==> src/rtl/if_fetch_ctrl_if.sv <==
// Instruction-memory read port shared by the fetch controller and the
// synchronous instruction memory (one-cycle read latency).
interface if_fetch_ctrl_if;
  logic        rden;
  logic [31:0] addr;
  logic [31:0] data;

  // Fetch side: issues reads, receives data the following cycle.
  modport master (
    output rden,
    output addr,
    input  data
  );

  // Memory side.
  modport slave (
    input  rden,
    input  addr,
    output data
  );
endinterface

==> src/rtl/if_fetch_ctrl.sv <==
// Instruction-fetch requester: owns the fetch PC, drives the instruction
// memory read port, pairs each returned word with its PC, absorbs decode
// stalls with a one-entry hold buffer and restarts on EX redirects.
module if_fetch_ctrl #(
  parameter logic [31:0] RESET_PC  = 32'h0000_0000,
  parameter logic [31:0] NOP_INSTR = 32'h0000_0013
) (
  input  logic                   clk_i,
  input  logic                   rst_ni,
  input  logic                   stall_i,
  input  logic                   redirect_i,
  input  logic [31:0]            redirect_pc_i,
  if_fetch_ctrl_if.master        imem,
  output logic                   valid_o,
  output logic [31:0]            instr_o,
  output logic [31:0]            pc_o
);

  logic        run_q,         run_d;
  logic [31:0] fetch_pc_q,    fetch_pc_d;
  logic        inflight_q,    inflight_d;
  logic [31:0] inflight_pc_q, inflight_pc_d;
  logic        hold_valid_q,  hold_valid_d;
  logic [31:0] hold_instr_q,  hold_instr_d;
  logic [31:0] hold_pc_q,     hold_pc_d;

  logic        slot_valid;
  logic        out_valid;
  logic        consume;
  logic        issue;
  logic [31:0] issue_addr;

  // Output-slot occupancy and request decision for this cycle.
  always_comb begin
    slot_valid = hold_valid_q | inflight_q;
    out_valid  = slot_valid & ~redirect_i;
    consume    = out_valid & ~stall_i;
    issue      = run_q & (redirect_i | ~(out_valid & stall_i));
    issue_addr = redirect_i ? {redirect_pc_i[31:2], 2'b00} : fetch_pc_q;
  end

  // Next-state: request tracking, PC advance, hold-buffer capture/release.
  always_comb begin
    run_d         = 1'b1;
    fetch_pc_d    = fetch_pc_q;
    inflight_d    = 1'b0;
    inflight_pc_d = inflight_pc_q;
    hold_valid_d  = hold_valid_q;
    hold_instr_d  = hold_instr_q;
    hold_pc_d     = hold_pc_q;

    if (issue) begin
      inflight_d    = 1'b1;
      inflight_pc_d = issue_addr;
      fetch_pc_d    = issue_addr + 32'd4;
    end

    // Redirect outranks stall; the live response is captured only while the
    // hold buffer is empty, since memory data is valid for one cycle only.
    if (redirect_i) begin
      hold_valid_d = 1'b0;
    end else if (out_valid && stall_i && !hold_valid_q) begin
      hold_valid_d = 1'b1;
      hold_instr_d = imem.data;
      hold_pc_d    = inflight_pc_q;
    end else if (consume) begin
      hold_valid_d = 1'b0;
    end
  end

  // State registers, asynchronous active-low reset.
  always_ff @(posedge clk_i or negedge rst_ni) begin
    if (!rst_ni) begin
      run_q         <= 1'b0;
      fetch_pc_q    <= RESET_PC;
      inflight_q    <= 1'b0;
      inflight_pc_q <= '0;
      hold_valid_q  <= 1'b0;
      hold_instr_q  <= '0;
      hold_pc_q     <= '0;
    end else begin
      run_q         <= run_d;
      fetch_pc_q    <= fetch_pc_d;
      inflight_q    <= inflight_d;
      inflight_pc_q <= inflight_pc_d;
      hold_valid_q  <= hold_valid_d;
      hold_instr_q  <= hold_instr_d;
      hold_pc_q     <= hold_pc_d;
    end
  end

  // Memory request and IF/ID presentation; held word wins over live data.
  always_comb begin
    imem.rden = issue;
    imem.addr = issue_addr;
    valid_o   = out_valid;
    instr_o   = NOP_INSTR;
    pc_o      = '0;
    if (out_valid) begin
      instr_o = hold_valid_q ? hold_instr_q : imem.data;
      pc_o    = hold_valid_q ? hold_pc_q    : inflight_pc_q;
    end
  end

endmodule

==> src/flat_wrapper.sv <==
// flat-port wrapper written by rule: the top's interface ports become plain ports
module if_fetch_ctrl_flat 
#(
  parameter logic [31:0] RESET_PC  = 32'h0000_0000,
  parameter logic [31:0] NOP_INSTR = 32'h0000_0013
)
  (clk_i, rst_ni, stall_i, redirect_i, redirect_pc_i, valid_o, instr_o, pc_o, imem_rden, imem_addr, imem_data);
  if_fetch_ctrl_if imem_i ();
  input  logic clk_i;
  input  logic rst_ni;
  input  logic stall_i;
  input  logic redirect_i;
  input  logic [31:0] redirect_pc_i;
  output logic valid_o;
  output logic [31:0] instr_o;
  output logic [31:0] pc_o;
  output wire logic [$bits(imem_i.rden)-1:0] imem_rden;
  output wire logic [$bits(imem_i.addr)-1:0] imem_addr;
  input wire logic [$bits(imem_i.data)-1:0] imem_data;
  assign imem_rden = imem_i.rden;
  assign imem_addr = imem_i.addr;
  assign imem_i.data = imem_data;
  if_fetch_ctrl #(.RESET_PC(RESET_PC), .NOP_INSTR(NOP_INSTR)) u_core (.clk_i(clk_i), .rst_ni(rst_ni), .stall_i(stall_i), .redirect_i(redirect_i), .redirect_pc_i(redirect_pc_i), .imem(imem_i), .valid_o(valid_o), .instr_o(instr_o), .pc_o(pc_o));
endmodule
==> config.mk <==
export PLATFORM = sky130hd
export DESIGN_NAME = if_fetch_ctrl_flat
export DESIGN_NICKNAME = d
export VERILOG_FILES = /design/src/rtl/if_fetch_ctrl_if.sv /design/src/rtl/if_fetch_ctrl.sv /design/src/flat_wrapper.sv
export SDC_FILE = /design/constraint.sdc
export NUM_CORES = 1
export LEC_CHECK = 0
export CAP_MARGIN = 15
export CORE_MARGIN = 2
export CORE_UTILIZATION = 30
export DETAILED_ROUTE_END_ITERATION = 16
export DONT_BUFFER_PORTS = 1
export HOLD_SLACK_MARGIN = 0.05
export MAX_ROUTING_LAYER = met4
export PLACE_DENSITY_LB_ADDON = 0.25
export SYNTH_ARGS = -nofsm -noshare
export SYNTH_HDL_FRONTEND = slang
export SYNTH_SLANG_ARGS = --single-unit
==> constraint.sdc <==
create_clock -name clk_i -period 4.27 [get_ports clk_i]
set_input_delay 0.6405 -clock clk_i [delete_from_list [all_inputs] [get_ports clk_i]]
set_output_delay 0.6405 -clock clk_i [all_outputs]
set_load 0.02 [all_outputs]
==> results of run 1 <==
## synthesized netlist by cell type, drive strengths merged (3+ instances only)
cell type / number
dfrtp: 129
nand4b: 7
o21ai: 36
a21oi: 8
mux2i: 84
a21o: 10
a22oi: 9
a211oi: 3
inv: 23
nand2: 83
nand3b: 6
xnor2: 13
buf: 21
and2: 5
clkbuf: 18
nand4: 14
or4: 4
o211ai: 3
nand3: 26
nor2: 71
mux2: 75
nor3: 5
## metrics by stage
step	hold WS, ns	instance area (um^2)
global placement	0.3494	7208
global route	0.2343	7911
detailed placement	0.3486	7208
CTS	0.2187	7911
floorplan	0.3449	6942
finish	0.1690	7911
## cell families after synthesis
kind of cell             after synthesis  share of synthesized area (%)
other                                  1                        0.05402
AND/OR/NAND/NOR                      226                          15.59
buffers and inverters                 62                          3.767
flip-flops                           129                          46.50
AO/OA/AOI/OAI                         80                          7.805
adder cells (fa/ha/maj)                1                         0.1802
multiplexers                         159                          24.33
XOR/XNOR                              14                          1.766
## how the worst min path moves through the flow
stage / from / endpoint / slack, ns / cells after the start
after floorplan: rst_ni / u_core.fetch_pc_q[10]$_DFFE_PN0P_ / 0.34 / 0
after global placement: rst_ni / u_core.hold_pc_q[18]$_DFFE_PN0P_ / 0.35 / 0
after detailed placement: rst_ni / u_core.inflight_pc_q[18]$_DFFE_PN0P_ / 0.35 / 0
after CTS: rst_ni / u_core.inflight_pc_q[18]$_DFFE_PN0P_ / 0.22 / 1
after global routing: rst_ni / u_core.inflight_pc_q[18]$_DFFE_PN0P_ / 0.23 / 1
final: rst_ni / u_core.inflight_pc_q[18]$_DFFE_PN0P_ / 0.17 / 1
## flip-flops by register name, indices dropped and copies added (netlist names)
| name | flops |
|---|---|
| u_core.fetch_pc_q | 30 |
| u_core.hold_instr_q | 32 |
| u_core.hold_pc_q | 32 |
| u_core.hold_valid_q | 1 |
| u_core.inflight_pc_q | 32 |
| u_core.inflight_q | 1 |
| u_core.run_q | 1 |
## per-layer routing
metal | up-vias | part of all wire, %
met5 | - | 0
met4 | 0 | 1.1
met3 | 15 | 7.1
met2 | 172 | 47
met1 | 2461 | 45
li1 | 2325 | -
## worst reg2reg max path: stages, from the launching register on
cell	delay, ns
dfrtp_4	0.58
o21bai_4	0.26
o21ai_4	0.50
buf_4	0.52
nor2_1	0.20
a221oi_1	0.34
nand3_1	0.13
## final cells by class
class	count	share of cell area, %
clock buffer	19	5.599
inverter	23	1.091
multi-input combinational	481	44.00
sequential	129	40.85
clock inverter	13	2.942
tap	285	4.507
timing repair buffer	8	1.012
## power by group through the flow
stage	Sequential, mW	Combinational [mW]	Clock (mW)
after floorplan	1.63	0.611	0
after global routing	1.70	0.811	1.79
after CTS	1.67	0.745	1.73
after global placement	1.67	0.694	0
final	1.67	0.729	1.67
after detailed placement	1.69	0.714	0
==> metrics.txt, run 1 <==
status=finished clean; Mapped Nets=~740; share of cells above drive strength 1=between 15 and 20%; DR iter-0 viols=approximately 270; Pre-antenna DRT Iters=5; Crit Path Class=flop to output port; met2 GRT Util=23.62%; P_int=between 2 and 3 mW; grt met1 use=18.75%; Placement Rows=55; CP startpoint=u_core.hold_valid_q$_DFFE_PN0P_; crit end category=output port; total number of vias=just under 5000; worst r2r dst=u_core.fetch_pc_q[31]$_DFFE_PN0P_; met3 Use GR=4.417%; slowest CP cell=dfrtp_4; initial antenna violation count=0; Worst Setup Slack, final=about 1.2 ns; nets@finish=between 700 and 800; Syn Inst Count=672; skew final=about 0.012 ns; worst relative slew slack=between 30 and 40%; Register Area=roughly 3200 um^2; Setup WS pre-CTS=about 1.5 ns; most frequent cells in the layout=dfrtp_1 (128), mux2i_1 (83), nand2_1 (83), nor2_1 (71), mux2_2 (68); Die Span X=156.1 um; CTS sink cnt=~130; GPL Wtd Cong=between 0.7 and 0.8; critical path arrival=roughly 2.4 ns; Clock power frac=around 41%; CP Depth=3; GRT Total Usage=between 15 and 20%; Placed Cells incl. Taps=925; reg2reg setup slack=approximately 1.6 ns; crit-path cells=o21bai_4 -> buf_4 -> nor2_1; # setup viols final=0; Fin Setup TNS=0 ns; pwr dens=about 510 nW/um^2; Max Cap Violations=0; vias per cell=just over 5; largest net degree at the start of global routing=130; fraction of registers with async set/reset=100.0%; R2R depth=6; Buf/Inv on CP=1; root buf cell=clkbuf_16; leakage power=approximately 3.4 nW; Yosys top cell area share=a little under half; initial core utilization=between 30% and 40%; Final Power=a little over 4 mW; Yosys cell types=52; GRT Max-Usage Layer=met2; Hold Vio Cnt, Final=0; RSZ-0062 raised after global routing=no; Avg WL per Cell=18.37 um; YS warnings=0; IO Pins=approximately 170; #FFs+latches synth=between 100 and 150; Largest delay share family, worst path=flip-flops; vias in the first global route=about 5000; synth top area cells=dfrtp_1 (47%), mux2i_1 (12%), mux2_2 (11%), nand2_1 (4.5%), nor2_1 (3.8%); Worst-Margin Slew=slightly below 1 ns; die area=roughly 24000 um^2; Max FO, Critical Path=between 40 and 50; Hold Crit Class=input port to asynchronous set/reset pin; min Tclk post-route=slightly above 3 ns; # fillers=between 2000 and 2500; CP Capture Point=pc_o[12]; DPL Wire Length=about 12 mm; Core Util, Final=between 30% and 40%; mapped cell area=6942 um^2; worst path required time=3.63 ns; post-synthesis sequential area ratio=46.50%; most common cell after layout, fill and taps aside=dfrtp_1; number of hold buffers added after cts=1; Syn-to-layout area delta=13.97%; startpoint types=flop; Fmax=about 0.33 GHz; combinational share of power=~18%; DRC=0; Synth Flop Type=dfrtp_1; Placeable Area=~23000 um^2; CTS Buf Count=17; Net Sw Frac=28.48%; Die Height=156.1 um; global-route wire length before repair=27.57 mm; DRT Wirelength=~18 mm; worst skew pair latency=0.42 ns; Post-synth EDFFs=0; Mapped Avg Cell Area=between 10 and 15 um^2; CTS max path bufs=2; fin cells=958; Pins Over Slew Limit=0; footprint of the multi-input gates=about 3500 um^2; Max VDD drop=0.2005 mV; post-CTS sizing=0; # diodes=0; RR Startpoint=u_core.hold_valid_q$_DFFE_PN0P_; area leader, netlist=dfrtp_1; Setup Buffers After CTS=0; fin crit share=around 72%; GR Overflow Total=0; H-Tree Depth=4; clock slew at reported path FFs=about 0.06 ns; Max stage delay on crit path=between 0.5 and 0.6 ns; DRT antenna net count=0; Reg power frac=41.0%; CTS tree=built; Port-buffer cells=0; Psw=between 1 and 1.5 mW
No activity file was read; power rests on OpenSTA's default activity.
==> run 2: changes to the inputs <==
==> constraint.sdc (replaced) <==
create_clock -name clk_i -period 3.17 [get_ports clk_i]
set_input_delay 0.4755 -clock clk_i [delete_from_list [all_inputs] [get_ports clk_i]]
set_output_delay 0.4755 -clock clk_i [all_outputs]
set_load 0.02 [all_outputs]
==> run 2 against run 1 <==
  * The flow now finishes with violations (negative hold slack)
  * Sequential power rose by 34%
  * Routed wire length rose by 0.32%
  * Utilization fell by 0.37 points
  * Combinational power rose by 30%
  * Final area fell by 1.1%
  * Final cell count rose by 0.10%
  * Worst hold slack got worse by 0.41 ns
  * Count of clock-buffer cells in the layout rose by 3
  * First-iteration DRC count fell by 27%
  * Largest cell class unchanged
==> metrics.txt, run 2 (synthesis results as in run 1) <==
Register Area=approximately 3200 um^2; most frequent cells in the layout=dfrtp_1 (128), mux2i_1 (83), nand2_1 (83), nor2_1 (71), mux2_2 (68); reg2reg setup slack=0.93 ns; footprint of the multi-input gates=between 3000 and 4000 um^2; Worst Setup Slack, final=0.6351 ns; initial antenna violation count=0; DRC=0; skew final=approximately 0.014 ns; DRT antenna net count=0; design area=roughly 7800 um^2; Die Span X=between 150 and 200 um; Buf/Inv on CP=1; failing checks=negative hold slack; DRT Wirelength=approximately 18 mm; Max Cap Violations=0; GRT Total Usage=between 10% and 20%; Max VDD drop=between 0.2 and 0.3 mV; CTS tree=built; worst skew pair latency=between 0.4 and 0.5 ns; fin crit share=between 70% and 80%; Largest delay share family, worst path=flip-flops; Pins Over Slew Limit=0; # fillers=2308; Fin Setup TNS=0 ns; Final Power=between 5 and 6 mW; Setup WS pre-CTS=approximately 0.79 ns; CTS max path bufs=2; GPL Wtd Cong=~0.77; crit-path cells=buf_4 -> mux2i_1 -> nor2_1; CTS Buf Count=17; CTS sink cnt=around 130; top flop regs=u_core.hold_instr_q x32, u_core.hold_pc_q x32, u_core.inflight_pc_q x32; largest net degree at the start of global routing=130; Placement Rows=55; # setup viols final=0; clock slew at reported path FFs=~0.060 ns; Hold Crit Class=input port to asynchronous set/reset pin; slowest CP cell=dfrtp_4; worst relative slew slack=between 50% and 60%; most common cell after layout, fill and taps aside=dfrtp_1; worst path required time=about 2.7 ns; Syn-to-layout area delta=12.76%; leakage power=between 3 and 4 nW; DR iter-0 viols=slightly below 200; Fmax=slightly below 0.4 GHz; H-Tree Depth=4; Avg WL per Cell=roughly 18 um; Crit Path Class=flop to output port; nets@finish=around 730; share of cells above drive strength 1=a little under a fifth; GR Overflow Total=0; vias per cell=roughly 5.1; post-CTS sizing=0; crit end category=output port; Die Height=156.1 um; pwr dens=roughly 660 nW/um^2; Placed Area=7231 um^2; IO Pins=between 150 and 200; Max stage delay on crit path=roughly 0.55 ns; vias in the first global route=around 5000; Port-buffer cells=0; hold slack=-0.2425 ns; Hold Vio Cnt, Final=129; Placeable Area=between 20000 and 25000 um^2; die area=about 24000 um^2; Setup Buffers After CTS=0; Max FO, Critical Path=33; RSZ-0062 raised after global routing=no; startpoint types=flop; DPL Wire Length=between 10 and 15 mm; # diodes=0; status=finished, violations left; Pre-antenna DRT Iters=4; root buf cell=clkbuf_16; Worst-Margin Slew=between 0.6 and 0.7 ns; initial core utilization=between 30% and 40%; min Tclk post-route=between 2 and 3 ns; global-route wire length before repair=roughly 27 mm; total number of vias=between 4000 and 5000; critical path arrival=2.06 ns
[run 2: changes by cell type in the layout (fill, tap and decap cells not counted), sizes merged]
cell,previous run,this run
clkinv,5,4
inv,24,23
bufinv,6,3
clkbuf,19,22
clkinvlp,1,2
buf,8,10
[run 2: final cells by class]
| type | count | share of cell area (%) |
|---|---|---|
| Timing Repair Buffer | 10 | 0.9591 |
| Inverter | 23 | 1.103 |
| Multi-Input combinational cell | 481 | 44.47 |
| Sequential cell | 129 | 41.29 |
| Tap cell | 285 | 4.556 |
| Clock buffer | 22 | 5.930 |
| Clock inverter | 9 | 1.694 |
[run 2: final timing paths]
path                                                  startpoint                            endpoint  depth (start not counted)
max in group asynchronous                                 rst_ni     u_core.hold_valid_q$_DFFE_PN0P_                          0
min in group clk_i                                  imem_data[7]  u_core.hold_instr_q[7]$_DFFE_PN0P_                          1
worst min register to register  u_core.hold_pc_q[12]$_DFFE_PN0P_    u_core.hold_pc_q[12]$_DFFE_PN0P_                          1
worst min-delay path                                      rst_ni    u_core.hold_pc_q[18]$_DFFE_PN0P_                          0
worst max-delay path             u_core.hold_valid_q$_DFFE_PN0P_                             pc_o[2]                          3
worst max register to register  u_core.fetch_pc_q[6]$_DFFE_PN0P_   u_core.fetch_pc_q[29]$_DFFE_PN0P_                          5
[run 2: per-layer routing]
metal / wire, um / GRT usage [%] / share of wire, %
met3: 1064 / 4.444 / 6.0
met4: 255 / 4.806 / 1.4
met2: 8379 / 24.19 / 47
met1: 7958 / 18.07 / 45
met5: 0 / - / 0
[run 2: stage by stage]
step	instances	utilization [%]	hold WS [ns]
floorplan	672	-	0.1799
global placement	928	31.84	0.1842
detailed placement	928	31.84	0.1840
CTS	959	34.47	-0.2748
global route	959	34.47	-0.2709
finish	959	34.47	-0.2425
[run 2: where the power goes]
part	total, mW	switching, mW	internal, mW
logic	0.947	0.543	0.404
clock network	2.00	0.725	1.27
registers	2.24	0.228	2.01
total	5.19	1.50	3.69
